File: src/rtl/apb_regbank_slave_if.sv
// APB bus bundle for apb_regbank_slave; pstrb_i exists only with APB_REGBANK_PSTRB_EN.
interface apb_regbank_slave_if #(
    parameter int unsigned DATA_W = 32,
    parameter int unsigned ADDR_W = 8
);
    localparam int unsigned STRB_W = DATA_W / 8;

    logic              psel_i;
    logic              penable_i;
    logic [ADDR_W-1:0] paddr_i;
    logic              pwrite_i;
    logic [DATA_W-1:0] pwdata_i;
`ifdef APB_REGBANK_PSTRB_EN
    logic [STRB_W-1:0] pstrb_i;
`endif
    logic [DATA_W-1:0] prdata_o;
    logic              pready_o;
    logic              pslverr_o;

`ifdef APB_REGBANK_PSTRB_EN
    modport master (output psel_i, penable_i, paddr_i, pwrite_i, pwdata_i, pstrb_i,
                    input  prdata_o, pready_o, pslverr_o);
    modport slave  (input  psel_i, penable_i, paddr_i, pwrite_i, pwdata_i, pstrb_i,
                    output prdata_o, pready_o, pslverr_o);
`else
    modport master (output psel_i, penable_i, paddr_i, pwrite_i, pwdata_i,
                    input  prdata_o, pready_o, pslverr_o);
    modport slave  (input  psel_i, penable_i, paddr_i, pwrite_i, pwdata_i,
                    output prdata_o, pready_o, pslverr_o);
`endif
endinterface

File: src/rtl/apb_regbank_slave.sv
// APB slave in front of a flat register bank with programmable wait states and PSLVERR.
// Optional byte strobes are enabled by defining APB_REGBANK_PSTRB_EN.
module apb_regbank_slave #(
    parameter int unsigned DATA_W      = 32,
    parameter int unsigned ADDR_W      = 8,
    parameter int unsigned NUM_REGS    = 16,
    parameter int unsigned WAIT_CYCLES = 0
) (
    input  logic                       clk,
    input  logic                       reset,
    apb_regbank_slave_if.slave         bus,
    output logic [NUM_REGS*DATA_W-1:0] regs_o
);
    localparam int unsigned IDX_W     = ADDR_W - 2;
    localparam int unsigned IDX_EXT_W = IDX_W + 1;
    localparam int unsigned STRB_W    = DATA_W / 8;
    localparam int unsigned CNT_W     = 4;

    typedef enum logic [1:0] {
        IDLE = 2'd0,
        WAIT = 2'd1,
        RESP = 2'd2
    } state_t;

    state_t                     state_q, state_d;
    logic [CNT_W-1:0]           cnt_q, cnt_d;
    logic [IDX_W-1:0]           idx_q;
    logic                       write_q;
    logic [DATA_W-1:0]          wdata_q;
    logic [STRB_W-1:0]          strb_q;
    logic [NUM_REGS*DATA_W-1:0] bank_q;
    logic [DATA_W-1:0]          prdata_q, prdata_d;
    logic                       pready_q, pready_d;
    logic                       pslverr_q, pslverr_d;

    logic                       access_c;
    logic                       capture_c;
    logic                       in_range_c;
    logic                       cur_write_c;
    logic [IDX_W-1:0]           cur_idx_c;
    logic [STRB_W-1:0]          bus_strb_c;
    logic [DATA_W-1:0]          rdata_c;
    logic                       unused_c;

`ifdef APB_REGBANK_PSTRB_EN
    assign bus_strb_c = bus.pstrb_i;
`else
    assign bus_strb_c = '1;
`endif

    // Byte offset bits are not part of the word index.
    assign unused_c = ^bus.paddr_i[1:0];

    // In IDLE the response is built from the live bus; afterwards from the captured copy.
    always_comb begin
        access_c    = bus.psel_i & bus.penable_i;
        capture_c   = (state_q == IDLE) && access_c;
        cur_idx_c   = (state_q == IDLE) ? bus.paddr_i[ADDR_W-1:2] : idx_q;
        cur_write_c = (state_q == IDLE) ? bus.pwrite_i : write_q;
        in_range_c  = ({1'b0, cur_idx_c} < IDX_EXT_W'(NUM_REGS));
        rdata_c     = '0;
        for (int i = 0; i < NUM_REGS; i++) begin
            if (cur_idx_c == IDX_W'(i)) begin
                rdata_c = bank_q[i*DATA_W +: DATA_W];
            end
        end
    end

    // Next state and next registered response.
    always_comb begin
        state_d   = state_q;
        cnt_d     = cnt_q;
        prdata_d  = '0;
        pready_d  = 1'b0;
        pslverr_d = 1'b0;
        unique case (state_q)
            IDLE: begin
                if (access_c) begin
                    if (WAIT_CYCLES == 0) begin
                        state_d = RESP;
                    end else begin
                        state_d = WAIT;
                        cnt_d   = CNT_W'(WAIT_CYCLES - 1);
                    end
                end
            end
            WAIT: begin
                if (!access_c) begin
                    state_d = IDLE;
                end else if (cnt_q == '0) begin
                    state_d = RESP;
                end else begin
                    cnt_d = cnt_q - CNT_W'(1);
                end
            end
            RESP:    state_d = IDLE;
            default: state_d = IDLE;
        endcase
        // RESP always exits after one cycle, so this fires only on entry.
        if (state_d == RESP) begin
            pready_d  = 1'b1;
            pslverr_d = !in_range_c;
            prdata_d  = (!cur_write_c && in_range_c) ? rdata_c : '0;
        end
    end

    always_ff @(posedge clk or negedge reset) begin
        if (!reset) begin
            state_q   <= IDLE;
            cnt_q     <= '0;
            idx_q     <= '0;
            write_q   <= 1'b0;
            wdata_q   <= '0;
            strb_q    <= '0;
            bank_q    <= '0;
            prdata_q  <= '0;
            pready_q  <= 1'b0;
            pslverr_q <= 1'b0;
        end else begin
            state_q   <= state_d;
            cnt_q     <= cnt_d;
            prdata_q  <= prdata_d;
            pready_q  <= pready_d;
            pslverr_q <= pslverr_d;
            if (capture_c) begin
                idx_q   <= bus.paddr_i[ADDR_W-1:2];
                write_q <= bus.pwrite_i;
                wdata_q <= bus.pwdata_i;
                strb_q  <= bus_strb_c;
            end
            // Write commit on the edge leaving RESP.
            if ((state_q == RESP) && write_q && in_range_c) begin
                for (int i = 0; i < NUM_REGS; i++) begin
                    if (idx_q == IDX_W'(i)) begin
                        for (int b = 0; b < STRB_W; b++) begin
                            if (strb_q[b]) begin
                                bank_q[i*DATA_W + b*8 +: 8] <= wdata_q[b*8 +: 8];
                            end
                        end
                    end
                end
            end
        end
    end

    assign bus.prdata_o  = prdata_q;
    assign bus.pready_o  = pready_q;
    assign bus.pslverr_o = pslverr_q;
    assign regs_o        = bank_q;

endmodule

File: src/flat_wrapper.sv
// flat-port wrapper written by rule: the top's interface ports become plain ports
module apb_regbank_slave_flat 
#(
    parameter int unsigned DATA_W      = 32,
    parameter int unsigned ADDR_W      = 8,
    parameter int unsigned NUM_REGS    = 16,
    parameter int unsigned WAIT_CYCLES = 0
)
  (clk, reset, regs_o, bus_psel_i, bus_penable_i, bus_paddr_i, bus_pwrite_i, bus_pwdata_i, bus_prdata_o, bus_pready_o, bus_pslverr_o);
  apb_regbank_slave_if #(.DATA_W(DATA_W), .ADDR_W(ADDR_W)) bus_i ();
  input  logic clk;
  input  logic reset;
  output logic [NUM_REGS*DATA_W-1:0] regs_o;
  input wire logic [$bits(bus_i.psel_i)-1:0] bus_psel_i;
  input wire logic [$bits(bus_i.penable_i)-1:0] bus_penable_i;
  input wire logic [$bits(bus_i.paddr_i)-1:0] bus_paddr_i;
  input wire logic [$bits(bus_i.pwrite_i)-1:0] bus_pwrite_i;
  input wire logic [$bits(bus_i.pwdata_i)-1:0] bus_pwdata_i;
  output wire logic [$bits(bus_i.prdata_o)-1:0] bus_prdata_o;
  output wire logic [$bits(bus_i.pready_o)-1:0] bus_pready_o;
  output wire logic [$bits(bus_i.pslverr_o)-1:0] bus_pslverr_o;
  assign bus_i.psel_i = bus_psel_i;
  assign bus_i.penable_i = bus_penable_i;
  assign bus_i.paddr_i = bus_paddr_i;
  assign bus_i.pwrite_i = bus_pwrite_i;
  assign bus_i.pwdata_i = bus_pwdata_i;
  assign bus_prdata_o = bus_i.prdata_o;
  assign bus_pready_o = bus_i.pready_o;
  assign bus_pslverr_o = bus_i.pslverr_o;
  apb_regbank_slave #(.DATA_W(DATA_W), .ADDR_W(ADDR_W), .NUM_REGS(NUM_REGS), .WAIT_CYCLES(WAIT_CYCLES)) u_core (.clk(clk), .reset(reset), .bus(bus_i), .regs_o(regs_o));
endmodule
File: config.mk
export PLATFORM = sky130hd
export DESIGN_NAME = apb_regbank_slave_flat
export DESIGN_NICKNAME = d
export VERILOG_FILES = /design/src/rtl/apb_regbank_slave_if.sv /design/src/rtl/apb_regbank_slave.sv /design/src/flat_wrapper.sv
export SDC_FILE = /design/constraint.sdc
export NUM_CORES = 1
export LEC_CHECK = 0
export CORE_UTILIZATION = 30
export CTS_CLUSTER_DIAMETER = 100
export DETAILED_ROUTE_END_ITERATION = 7
export SYNTH_ARGS = -nofsm -noshare
export SYNTH_HDL_FRONTEND = slang
export SYNTH_SLANG_ARGS = --single-unit
export TNS_END_PERCENT = 10
File: constraint.sdc
create_clock -name clk -period 2.2 [get_ports clk]
set_clock_uncertainty 0.15 [all_clocks]
set_input_delay 0.33 -clock clk [delete_from_list [all_inputs] [get_ports clk]]
set_output_delay 0.33 -clock clk [all_outputs]
set_load 0.05 [all_outputs]
== After elaboration in Yosys (flattened, before gate mapping) ==
Index checks and enable logic that the tools add are counted.

* Add/subtract/negate cells: 1
* $lt $le $gt $ge: 1
* Equal/unequal tests: 33
* Muxes and demuxes: 26
* Bitwise gates (word level): 2
* Reduce and logical (&&, ||, !) cells: 75

{| class="wikitable"
|+ Operators with widths
! kind !! number
|-
| 32-bit two-way mux || 18
|-
| 3-bit AND reduction || 65
|-
| 6-bit by 4-bit == test with 1-bit output, second input constant || 16
|-
| 6-bit by 3-bit == test with 1-bit output, second input constant || 8
|-
| 6-bit by 2-bit == test with 1-bit output, second input constant || 4
|-
| 6-bit by 1-bit == test with 1-bit output, second input constant || 2
|-
| 6-bit logical NOT || 2
|-
| 6-bit by 5-bit less-than comparator with 1-bit output, second input constant || 1
|-
| 2-bit two-way mux || 3
|-
| 6-bit two-way mux || 1
|-
| 2-bit == test, second input constant || 2
|-
| 1-bit logical AND || 4
|-
| 4-bit logical NOT || 1
|-
| 2-bit case mux with 2 select lines || 1
|-
| 4-bit by 1-bit subtractor with 4-bit output, second input constant || 1
|-
| 1-bit two-way mux || 3
|-
| 2-bit by 1-bit == test with 1-bit output, second input constant || 1
|-
| 1-bit logical NOT || 2
|-
| 2-bit logical NOT || 1
|-
| 1-bit bitwise AND || 1
|-
| 1-bit NOT || 1
|}

* Register bits after elaboration: 592
* Input bits: 45
* Output and inout bits: 546
* Word-level logic and storage cells: 211

== Longest topological paths before layout ==
* Depth in word-level cells: 21
* Mapped depth: 11
* Depth with buffers taken out: 9

== Least setup slack after synthesis ==
OpenSTA, ideal clock, no wires.

* Path type: flip-flop to flip-flop
* From: reg u_core.cnt_q[0]
* To: reg u_core.prdata_q[17] (netlist: u_core.bus.prdata_o[17])
* Library setup time: 0.077 ns
* Arrival: 2.213 ns
* Data required time: 1.973 ns
* Path slack: -0.240 ns
* Stages on the path, launching flop included: 10
* Path buffers: 0
* Period minus slack after synthesis: 2.440 ns
* Cells stage by stage: dfrtp_1 inv_1 ha_1 or3b_2 a21oi_1 nand4_4 a21oi_2 o21ai_1 o32a_1 o21ai_1

* Word-level cells in the longest chain between the ends: 6

{| class="wikitable"
|+ RTL lines
! item !! line !! RTL
|-
| start, declared || apb_regbank_slave.sv:26 || <nowiki>logic [CNT_W-1:0] cnt_q, cnt_d;</nowiki>
|-
| start signal, assigned || apb_regbank_slave.sv:121 || <nowiki>cnt_q <= cnt_d;</nowiki>
|-
| 4-bit logical NOT || apb_regbank_slave.sv:90 || <nowiki>end else if (cnt_q == '0) begin</nowiki>
|-
| 2-bit two-way mux || apb_regbank_slave.sv:90 ||
|-
| 2-bit two-way mux || apb_regbank_slave.sv:88 || <nowiki>if (!access_c) begin</nowiki>
|-
| 2-bit case mux with 2 select lines || apb_regbank_slave.sv:76 || <nowiki>unique case (state_q)</nowiki>
|-
| via u_core.state_d[1] || apb_regbank_slave.sv:25 || <nowiki>state_t state_q, state_d;</nowiki>
|-
| 2-bit == test || apb_regbank_slave.sv:100 || <nowiki>if (state_d == RESP) begin</nowiki>
|-
| 32-bit two-way mux || apb_regbank_slave.sv:100 ||
|-
| via u_core.prdata_d[17] || apb_regbank_slave.sv:32 || <nowiki>logic [DATA_W-1:0] prdata_q, prdata_d;</nowiki>
|-
| end signal, assigned || apb_regbank_slave.sv:122 || <nowiki>prdata_q <= prdata_d;</nowiki>
|-
| end, declared || apb_regbank_slave.sv:32 ||
|}

The timed path passes the listed nets, and every way through them passes these cells.
A chain may end at the register's enable or synchronous reset.

== Worst setup path in the final report ==
* From: reg u_core.state_q[1]
* To: reg u_core.prdata_q[25] (netlist: u_core.bus.prdata_o[25])

* Word-level cells in the longest chain between the ends: 21
* Elaborated cells on any way between the ends: 46
* Those cells by class: order compare: 1; eq/ne: 17; mux: 24; reduce/logical: 4

{| class="wikitable"
|+ RTL lines
! item !! line !! RTL
|-
| start, declared || apb_regbank_slave.sv:25 ||
|-
| start signal, assigned || apb_regbank_slave.sv:120 || <nowiki>state_q <= state_d;</nowiki>
|-
| 2-bit logical NOT || apb_regbank_slave.sv:58, apb_regbank_slave.sv:59, apb_regbank_slave.sv:76 ||
|-
| 6-bit two-way mux || apb_regbank_slave.sv:58 || <nowiki>cur_idx_c = (state_q == IDLE) ? bus.paddr_i[ADDR_W-1:2] : idx_q;</nowiki>
|-
| 6-bit logical NOT || apb_regbank_slave.sv:63 || <nowiki>if (cur_idx_c == IDX_W'(i)) begin</nowiki>
|-
| 32-bit two-way mux (16 in a row) || apb_regbank_slave.sv:63 ||
|-
| 32-bit two-way mux || apb_regbank_slave.sv:103 || <nowiki>prdata_d = (!cur_write_c && in_range_c) ? rdata_c : '0;</nowiki>
|-
| 32-bit two-way mux (*) || apb_regbank_slave.sv:100 ||
|-
| via u_core.prdata_d[25] || apb_regbank_slave.sv:32 ||
|}

Mark *: on every way through the listed nets, which the timed path passes. The rest lies on a longest branch.

==> run metrics <==
critical path class=flop to flop; Max-slew headroom=between 30% and 40%; reg-to-reg critical path startpoint=u_core.state_q[1]$_DFF_PN0_; internal cell power=between 20 and 25 mW; Worst Setup End Kind=flop; Final Hold Fails=0; CTS buffer count=70; Switch Pwr=13.1 mW; Routability Congestion=slightly below 1; achievable frequency=350 MHz; pin count of the biggest net entering global routing=62; reg2reg end=u_core.bus.prdata_o[25]$_DFF_PN0_; Final WS setup=-0.659 ns; status=complete, but fails checks; main flop type after synthesis=dfrtp_1; first-pass GRT wire length=slightly below 200 mm; Mapped Area=0.0268 mm2; Yosys reg bits=592; synthesized instance count=between 2k and 2.5k; hold_ws=roughly 0.063 ns; failing checks=setup timing; Critical Path RT=approximately 2.5 ns; # fillers=slightly below 8k; syn_nets=between 2k and 2.5k; total congestion overflow=0; Net Sw Frac=a little over a third; clock sinks=around 590; htree depth=3; Reg power frac=between 30% and 40%; die area=a little over 0.09 mm2; WL per Instance=33.8 um; layout cells sized above 1=around half; area grow syn2layout=58.0%; CP arrival=approximately 3.2 ns; met3 usage=between 9 and 10%; Synth top cells by count=dfrtp_1, mux2_2, nand2_1, a21oi_1, o21ai_0; final worst-path cycle share=130%; Synth area leader=dfrtp_1; leakage power=between 20 and 25 nW; IO Pins=591; Top Usage Layer GRT=met2; die height=301 um; post-synthesis area per instance=12.6 um2; diodes inserted=0; crit start category=flop; remaining antenna violation count=0; FFs w/ async S/R, synth=100%; design area=between 0.04 and 0.05 mm2; HP Class=primary input to async pin; top post-synthesis cells by area=dfrtp_1, mux2_2, a21oi_1; clock root cell=clkbuf_16; crit-path max FO=7; number of synthesized flops with an enable pin=0; crit path to=u_core.bus.prdata_o[25]$_DFF_PN0_; clock latency on the worst-skew pair=between 0.6 and 0.7 ns; Synth cell types=roughly 80; clock share of power=33.8%; Peak supply drop=approximately 0.64 mV; top-area cell type share of the netlist area=around 55%; DRT iter0 DRCs=around 2.4k; die width=301 um; via count=24.4k; post-DR vias/cell=5.68; CP Launch Point=u_core.state_q[1]$_DFF_PN0_; row count=between 100 and 150; met1 global-route usage=between 30% and 40%; antenna violations before repair=3; All-Layer GR Usage=30.9%; Tmin final=2.86 ns; Port Buffers=about 590; Nets=3134; clock-pin slew on the worst setup and hold paths=0.07 ns; most common cell in the netlist=dfrtp_1; core area=~0.088 mm2; flop2flop setup slack=-0.66 ns; clock buffer depth=3; Max-cap violations=0; Seq/Total Area, Yosys=between 50% and 60%; PD cells=approximately 840 mW/mm2; actual slew at the worst max-slew pin=1.04 ns; PnR Total Power=between 30 and 40 mW; initial core utilization=30.3%; first drt pass iteration count=5; CTS tree=built; Residual DRC=0; final WL=145 mm; Comb power frac=between 20 and 30%; vias in the first global route=between 20k and 25k; HPWL Detailed=between 100 and 150 mm; met2 Use GR=about half; RSZ-0062 raised after global routing=yes; DP Area=0.0367 mm2; final setup fails=723; cells on worst reg2reg path=9; max-slew violations=0; Yosys Warn Count=0
==> what timing repair did <==
action / 4_1_cts / 5_1_grt
hold buffers: 1 / 0
gates cloned: 7 / 6
buffers inserted: 42 / 37
pin swaps: 29 / 77
endpoints found under the setup margin: 840 / 840
gates resized for setup: 234 / 368
hold endpoints to repair: 354 / 0
==> per-stage QoR <==
stage | TNS, ns | setup slack (ns) | utilization, % | std cells
floorplan | -7.47 | -0.198 | - | 2130
global placement | -184.70 | -1.29 | 41.5 | 4093
detailed placement | -207.91 | -1.20 | 41.5 | 4093
CTS | -192.79 | -0.605 | 46.0 | 4264
global route | -190.34 | -0.676 | 47.9 | 4303
finish | -142.42 | -0.659 | 47.9 | 4303
==> sequential cells by signal (all words and copies together), names as in the netlist <==
signal and cells:
u_core.wdata_q 32, u_core.bus.pready_o 1, u_core.bus.prdata_o 32, u_core.regs_o 512, u_core.strb_q 1, u_core.idx_q 6, u_core.bus.pslverr_o 1, u_core.cnt_q 4
u_core.write_q 1, u_core.state_q 2
==> critical path, stage by stage, from the launching register on <==
cell and delay (ns):
dfrtp_1 0.42, buf_6 0.16, or3b_4 0.40, and2_4 0.18, buf_12 0.16, buf_12 0.14
mux4_2 0.48, a21o_1 0.20, a211oi_2 0.26, o22ai_2 0.14
==> area by class of cell <==
type,count,area (um2),share of cell area [%]
Inverter,8,30.0,0.0709
Clock buffer,98,2030,4.79
Tap cell,1165,1460,3.44
Sequential cell,592,14800,35.0
Timing Repair Buffer,1059,10700,25.4
Clock inverter,24,335,0.792
Multi-Input combinational cell,1357,12900,30.5
==> cell families (layout without fill, tap and decap cells) <==
kind of cell	count (synthesis)	after routing	synth area share [%]
and+or+nand+nor	309	309	5.62
AOI/OAI and AO/OA	456	456	11.0
adders and majority gates	1	1	0.0467
xor gates and xnor gates	2	2	0.0654
buffers and inverters	181	1189	3.10
DFF	592	592	55.3
muxes	589	589	24.8
==> routing by layer <==
metal	wire, um	up-vias
li1	-	9801
met1	56800	12800
met2	67100	1481
met3	14500	337
met4	6960	4
met5	25	-
==> worst min-delay path by stage <==
stage | startpoint | endpoint | cells past startpoint
after detailed placement | reset | u_core.wdata_q[21]$_DFFE_PN0P_ | 1
after floorplan | reset | u_core.bus.prdata_o[0]$_DFF_PN0_ | 0
after global placement | reset | u_core.wdata_q[21]$_DFFE_PN0P_ | 1
final | reset | u_core.bus.prdata_o[9]$_DFF_PN0_ | 2
after global routing | reset | u_core.regs_o[297]$_DFFE_PN0P_ | 2
after CTS | reset | u_core.bus.prdata_o[9]$_DFF_PN0_ | 2
==> power by group through the flow <==
stage | registers (mW) | clock network (mW) | logic, mW
after floorplan | 16.2 | 0 | 2.09
after CTS | 13.8 | 12.2 | 9.42
final | 13.9 | 12.1 | 9.79
after global routing | 13.9 | 12.6 | 10.1
after detailed placement | 13.9 | 0 | 9.07
after global placement | 13.9 | 0 | 9.00
==> cells in the final DEF, fill, tap and decap left out, types with 40 or more instances in the layout <==
master / n
a22oi_1: 40
buf_12: 84
clkbuf_16: 77
mux2_4: 154
o21ai_0: 64
dlymetal6s2s_1: 117
dfrtp_1: 592
clkdlybuf4s50_1: 220
a21oi_1: 99
buf_4: 538
nand2_1: 135
buf_6: 76
mux2_2: 404
Note: power is estimated with default switching activity, not from simulation.
